===== config.mk =====
export PLATFORM = sky130hd
export DESIGN_NAME = input_conditioner
export DESIGN_NICKNAME = d
export VERILOG_FILES = /design/src/rtl/input_conditioner.sv
export SDC_FILE = /design/constraint.sdc
export NUM_CORES = 1
export LEC_CHECK = 0
export BUFFER_PORTS_ARGS = -buffer_cell sky130_fd_sc_hd__buf_2
export CORE_MARGIN = 4
export CORE_UTILIZATION = 60
export DETAILED_ROUTE_END_ITERATION = 12
export GPL_TIMING_DRIVEN = 0
export PLACE_DENSITY_LB_ADDON = 0.08
export SYNTH_ARGS = -nofsm -noshare
export SYNTH_HDL_FRONTEND = slang
export SYNTH_SLANG_ARGS = --single-unit

===== constraint.sdc =====
create_clock -name clk -period 2.2 [get_ports clk]
set_input_delay 0.66 -clock clk [delete_from_list [all_inputs] [get_ports clk]]
set_output_delay 0.66 -clock clk [all_outputs]
set_load 0.01 [all_outputs]

===== src/rtl/input_conditioner.sv =====
// rtl/input_conditioner.sv - sync, debounce and pulse-shape board buttons/switches (optional `COND_PAUSE_LATCH_EN)
// Button FSMs emit one registered pulse per accepted press; paused latch built only with the macro.
module input_conditioner #(
  parameter int DB_CYCLES = 1_000_000,
  parameter int CNT_W     = $clog2(DB_CYCLES + 1)
) (
  input  logic clk,
  input  logic rst_n,
  input  logic reset_push,
  input  logic pause_push,
  input  logic adj,
  input  logic sel,
  output logic reset_pulse,
  output logic pause_pulse,
  output logic paused,
  output logic adj_sync,
  output logic sel_sync
);

  typedef enum logic [1:0] {IDLE, RISE, HELD, FALL} db_state_t;

  localparam logic [CNT_W-1:0] DB_MAX  = CNT_W'(DB_CYCLES);
  localparam logic [CNT_W-1:0] CNT_ONE = CNT_W'(1);

  logic [3:0] w_raw;
  logic [3:0] r_s1;
  logic [3:0] r_s2;

  db_state_t        r_state [2];
  logic [CNT_W-1:0] r_cnt   [2];
  logic [1:0]       r_pulse;

  // bit 0 = reset button, bit 1 = pause button, bits 3:2 = switches
  assign w_raw = {sel, adj, pause_push, reset_push};

  always_ff @(posedge clk or negedge rst_n) begin
    if (!rst_n) begin
      r_s1 <= '0;
      r_s2 <= '0;
    end else begin
      r_s1 <= w_raw;
      r_s2 <= r_s1;
    end
  end

  always_ff @(posedge clk or negedge rst_n) begin
    if (!rst_n) begin
      for (int b = 0; b < 2; b++) begin
        r_state[b] <= IDLE;
        r_cnt[b]   <= '0;
      end
      r_pulse <= '0;
    end else begin
      for (int b = 0; b < 2; b++) begin
        r_pulse[b] <= 1'b0;
        case (r_state[b])
          IDLE: begin
            if (r_s2[b]) begin
              r_state[b] <= RISE;
              r_cnt[b]   <= CNT_ONE;
            end
          end
          RISE: begin
            if (!r_s2[b]) begin
              r_state[b] <= IDLE;
              r_cnt[b]   <= '0;
            end else if (r_cnt[b] == DB_MAX) begin
              r_state[b] <= HELD;
              r_cnt[b]   <= '0;
              r_pulse[b] <= 1'b1;
            end else begin
              r_cnt[b] <= r_cnt[b] + CNT_ONE;
            end
          end
          HELD: begin
            if (!r_s2[b]) begin
              r_state[b] <= FALL;
              r_cnt[b]   <= CNT_ONE;
            end
          end
          FALL: begin
            // a bounce back high aborts the release and never re-pulses
            if (r_s2[b]) begin
              r_state[b] <= HELD;
              r_cnt[b]   <= '0;
            end else if (r_cnt[b] == DB_MAX) begin
              r_state[b] <= IDLE;
              r_cnt[b]   <= '0;
            end else begin
              r_cnt[b] <= r_cnt[b] + CNT_ONE;
            end
          end
          default: begin
            r_state[b] <= IDLE;
            r_cnt[b]   <= '0;
          end
        endcase
      end
    end
  end

  assign reset_pulse = r_pulse[0];
  assign pause_pulse = r_pulse[1];
  assign adj_sync    = r_s2[2];
  assign sel_sync    = r_s2[3];

`ifdef COND_PAUSE_LATCH_EN
  logic r_paused;

  // reset press wins over a simultaneous pause press
  always_ff @(posedge clk or negedge rst_n) begin
    if (!rst_n) begin
      r_paused <= 1'b0;
    end else if (r_pulse[0]) begin
      r_paused <= 1'b0;
    end else if (r_pulse[1]) begin
      r_paused <= ~r_paused;
    end
  end

  assign paused = r_paused;
`else
  assign paused = 1'b0;
`endif

endmodule


======== Word-level counts from Yosys, hierarchy flattened ========
Index checks and enable logic that the tools add are counted.
word-level totals
  output and inout port bits .............. 5
  bits of input ports ..................... 6
  flip-flop bits (word level) ............. 54
  word-level logic and storage cells ...... 63
cells by class
  equal/unequal tests ..................... 16
  add/sub/neg operators ................... 2
  multiplexer cells ....................... 32
  reductions and logical operators ........ 6
operators by type and width
  cell                                                                   count
  20-bit 2-to-1 mux                                                      10
  20-bit one-hot mux with 4 select lines                                 2
  20-bit by 1-bit adder with 20-bit output, second input constant        2
  20-bit equality test, second input constant                            2
  2-bit 2-to-1 mux                                                       12
  2-bit one-hot mux with 4 select lines                                  2
  3-bit != test, second input constant                                   4
  2-bit equality test, second input constant                             4
  2-bit != test, second input constant                                   4
  4-bit AND reduction                                                    2
  1-bit 2-to-1 mux                                                       6
  2-bit by 1-bit equality test with 1-bit output, second input constant  2
  2-bit logical NOT                                                      2
  2-bit AND reduction                                                    2

======== Logic depth before layout (Yosys ltp) ========
  word-level depth ........................ 4
  mapped depth ............................ 9
  mapped depth without buffers ............ 7

======== Least setup slack after synthesis ========
OpenSTA, ideal clock, no wires.
  path type ............................... flip-flop to flip-flop
  from .................................... register r_cnt[20] (netlist bit)
  to ...................................... register with a tool-made name
  data required time ...................... 2.073 ns
  data arrival time ....................... 1.670 ns
  setup time .............................. 0.127 ns
  clock period less this slack ............ 1.798 ns
  path buffers ............................ 0
  slack ................................... 0.402 ns
  cell stages (with the launch flop) ...... 8
  cells stage by stage .................... dfrtp_1 -> inv_1 -> ha_1 -> and4b_1 -> and4_4 -> a21o_4 -> and2_1 -> mux2_1
RTL lines
  what                              RTL line  text
  start: declaration                30        logic [CNT_W-1:0] r_cnt [2];
  start signal: indexed assignment  72        r_cnt[b] <= r_cnt[b] + CNT_ONE;
  start signal: indexed assignment  90        r_cnt[b] <= r_cnt[b] + CNT_ONE;

==> flow_summary_export.csv <==
group,metric,value,unit
status,status,"finished, final reports clean",
power_and_ir_drop,total_power,2400,uW
global_route,grt_pass1_vias,1998,
route,first_pass_iters,4,
logic_synthesis,synth-edff-count,0,
logic_synthesis,synthAdderAreaFrac,0.0175,
clock_tree,root_buffer,"clkbuf_8",
flow_run,max_cap_viol_count,0,
timing,finalCritPeriodShare,0.935,
worst_setup_path,r2r_cells,6,
floorplan,core-area,0.00447,mm^2
placed_design,dp_hpwl,3.89,mm
hold_path,whs_path_depth,0,
clock_tree,cts_resized,0,
worst_setup_path,end_kind,"flop",
hold_path,hold_class,"flop to flop",
power_and_ir_drop,p_switching,779,uW
logic_synthesis,ys_ff_latch,54,
logic_synthesis,syn_nets,296,
worst_setup_path,crit_chain,"clkbuf_1, nor4_1, and4_4, a21o_4, and2_1, mux2_1",
placed_design,gp_congestion,0.843,
global_route,antenna_found_initial,0,
route,drt_iter0_markers,180,
route,drc,0,
floorplan,ioPinCount,11,
logic_synthesis,netlist_instances,286,
worst_setup_path,crit_type,"flop to flop",
placed_design,placed_cells,347,
timing,clock_skew,0.00518,ns
global_route,grt-ovfl-total,0,
route,postRouteAntennaNets,0,
logic_synthesis,synthFlopType,"dfrtp_1",
route,maxUsedRoutingLayer,"met4",
power_and_ir_drop,ir_drop,0.000888,V
clock_tree,cts_tree,"built",
logic_synthesis,yosys.area_share.simple,0.241,
timing,rsz0062_at_grt,"no",
route,drt-met1-wl,2.91,mm
power_and_ir_drop,leakage,0.00134,uW
clock_tree,numCtsBuffers,5,
hold_path,hold_end,"r_s2[0]$_DFF_PN0_",
worst_setup_path,slowest_delay,0.39,ns
worst_setup_path,reg2reg_slack,0.14,ns
worst_setup_path,cp-start-kind,"flop",
cells_and_area,layout.nets,312,
floorplan,die_w,77.0,um
floorplan,die_h,77.0,um
cells_and_area,fillers,352,
logic_synthesis,synth_top_family_by_area,"simple AND/OR/NAND/NOR gates",
route,drt-total-wl,5.59,mm
clock_tree,clk_latency,0.31,ns
timing,fin_setup_tns,0,ns
timing,final.min_clock_period,2.06,ns
global_route,grt_use_total,0.199,
timing,slew_viol_final,0,
logic_synthesis,synth_xor_area_frac,0.0149,
logic_synthesis,ys_types,52,
cells_and_area,syn2layout_area_growth,7.84,%
power_and_ir_drop,switching_share,0.325,
floorplan,start_util,0.638,
floorplan,fp-row-count,24,
route,vias_per_cell,6.18,
timing,hold_violations,0,
cells_and_area,instances_no_fill,355,
power_and_ir_drop,p_per_area,778,mW/mm^2
power_and_ir_drop,clkPwrFrac,0.276,
logic_synthesis,ys_seq_area_frac,0.473,
cells_and_area,antenna_cells,0,
route,via_count,2193,
timing,max_slew.worst_pin.slew,1.13,ns
clock_tree,htree_num_levels,2,
logic_synthesis,avgSynthCellArea,9.98,um^2
cells_and_area,drive_above_1_share,0.149,
power_and_ir_drop,p_int,1620,uW
power_and_ir_drop,p_seq_frac,0.472,
clock_tree,cts_setup_buffers,0,
global_route,grt_max_degree,55,
power_and_ir_drop,power_frac_comb,0.251,
worst_setup_path,required,2.40,ns
worst_setup_path,slowest_stage,"nor4_1",
global_route,grt_first_pass_wirelength,9.74,mm
route,dr_wl_met3,270,um
route,dr_wl_met2,2.38,mm
logic_synthesis,synth_area,0.00286,mm^2
logic_synthesis,synthArstFlopShare,1.00,
timing,timing.hold.ws,0.355,ns
logic_synthesis,synth_compound_area_frac,0.175,
route,routedWlPerCell,15.8,um
logic_synthesis,yosys_warnings,0,
timing,relSlewSlack,0.245,
worst_setup_path,crit_fanout,9,
logic_synthesis,synth_mux_area_frac,0.0394,
hold_path,hold_start,"r_s1[0]$_DFF_PN0_",
placed_design,numPortBuffers,9,
timing,fmax,0.486,GHz
clock_tree,clock_path_buffers,2,
clock_tree,path_clk_slew,0.09,ns
worst_setup_path,cp.arrival,2.25,ns
clock_tree,cts_sinks,54,
worst_setup_path,r2r-start,"r_cnt[31]$_DFFE_PN0P_",
floorplan,die-area,0.00593,mm^2
clock_tree,hold_buffers,0,
timing,setup_viol,0,
==> worst max-delay path, delay by kind of cell, from the launching register on <==
family	cells	cell delay, ns
DFF	1	0.38
and+or+nand+nor	3	0.88
buffers and inverters	1	0.18
AOI/OAI and AO/OA	1	0.18
muxes	1	0.32
==> cell families after synthesis <==
| logic type | after synthesis |
|---|---|
| AOI/OAI and AO/OA | 76 |
| xor gates and xnor gates | 4 |
| adders and majority gates | 4 |
| buffers and inverters | 20 |
| DFF | 54 |
| muxes | 11 |
| other | 1 |
| and+or+nand+nor | 116 |
==> state kept, by name, summed over array words and instances, names as in the netlist, named ones only <==
signal,flops
r_s2,4
r_s1,4
r_cnt,40
r_pulse,2
r_state,2
==> through the flow <==
step | area [um^2] | util | setup slack [ns]
after floorplan | 2860 | - | 0.402
after global placement | 2970 | 0.663 | 0.218
after detailed placement | 2970 | 0.663 | 0.173
after CTS | 3080 | 0.688 | 0.152
after global routing | 3080 | 0.688 | 0.0129
final | 3080 | 0.688 | 0.144
==> layout make-up <==
class	count	area, um^2	area share
Inverter	5	18.8	0.00610
Tap cell	52	65.1	0.0211
Sequential cell	54	1350	0.439
Clock inverter	3	45.0	0.0146
Clock buffer	5	68.8	0.0223
Buffer	15	87.6	0.0284
Timing Repair Buffer	9	45.0	0.0146
Multi-Input combinational cell	212	1400	0.454
==> Yosys cell counts (5+ instances only) <==
library cell / count / area share
nand4_1: 9 / 0.020
a41oi_1: 5 / 0.015
a21oi_1: 26 / 0.046
nand2b_1: 7 / 0.015
and2_1: 7 / 0.015
o21ai_0: 8 / 0.014
a21o_1: 6 / 0.016
a31oi_1: 18 / 0.039
inv_1: 5 / 0.0066
nor2_1: 10 / 0.013
nand2_1: 30 / 0.039
mux2i_1: 9 / 0.032
dfrtp_1: 54 / 0.47
nand3_1: 19 / 0.033
==> layer usage <==
| metal | up-vias | global-route usage |
|---|---|---|
| li1 | 1085 | - |
| met1 | 1048 | 0.312 |
| met2 | 54 | 0.287 |
| met3 | 6 | 0.0363 |
| met4 | 0 | 0.0427 |
| met5 | - | 0 |
==> placed cells by master, fill, tap and decap left out, types with 2 or more instances in the layout <==
cell,synthesis,routed
and4_1,3,3
a21o_1,6,6
nor3_2,2,2
buf_6,2,2
nor4_1,3,3
and3_1,4,4
buf_2,4,13
or3_1,2,2
o211ai_1,2,2
buf_4,3,3
and2_1,7,7
and4bb_2,2,2
ha_1,4,4
mux2_1,2,2
clkbuf_8,0,5
a21oi_1,26,26
nand2_1,30,30
nand3_1,19,19
xor2_1,3,3
or2_2,2,2
clkinvlp_4,0,2
mux2i_1,9,9
buf_1,2,2
a41oi_1,5,5
nand4_1,9,9
dfrtp_1,54,54
nand2b_1,7,7
nor2_1,10,10
nor3_1,4,4
o21ai_0,8,8
nor4_2,2,2
a31oi_1,18,18
o21a_1,2,2
clkbuf_1,4,4
a21oi_4,2,2
and4_4,2,2
inv_1,5,5
==> power by group through the flow <==
stage / combinational [uW] / sequential (uW) / clock [uW]
2_1_floorplan: 444 / 1130 / 0
3_3_place_gp: 581 / 1150 / 0
3_5_place_dp: 595 / 1150 / 0
4_1_cts: 601 / 1130 / 679
5_1_grt: 671 / 1140 / 725
6_report: 602 / 1130 / 662
==> how the worst max path moves through the flow <==
| stage | startpoint | endpoint | slack [ns] | cells past startpoint |
|---|---|---|---|---|
| floorplan | r_cnt[20]$_DFFE_PN0P_ | flop | 0.40 | 7 |
| global placement | r_cnt[27]$_DFFE_PN0P_ | flop | 0.22 | 6 |
| detailed placement | r_cnt[20]$_DFFE_PN0P_ | r_cnt[27]$_DFFE_PN0P_ | 0.17 | 8 |
| CTS | r_cnt[20]$_DFFE_PN0P_ | r_cnt[27]$_DFFE_PN0P_ | 0.15 | 8 |
| global route | r_cnt[20]$_DFFE_PN0P_ | r_cnt[27]$_DFFE_PN0P_ | 0.01 | 8 |
| finish | r_cnt[31]$_DFFE_PN0P_ | flop | 0.14 | 6 |
Note: power is estimated with default switching activity, not from simulation.
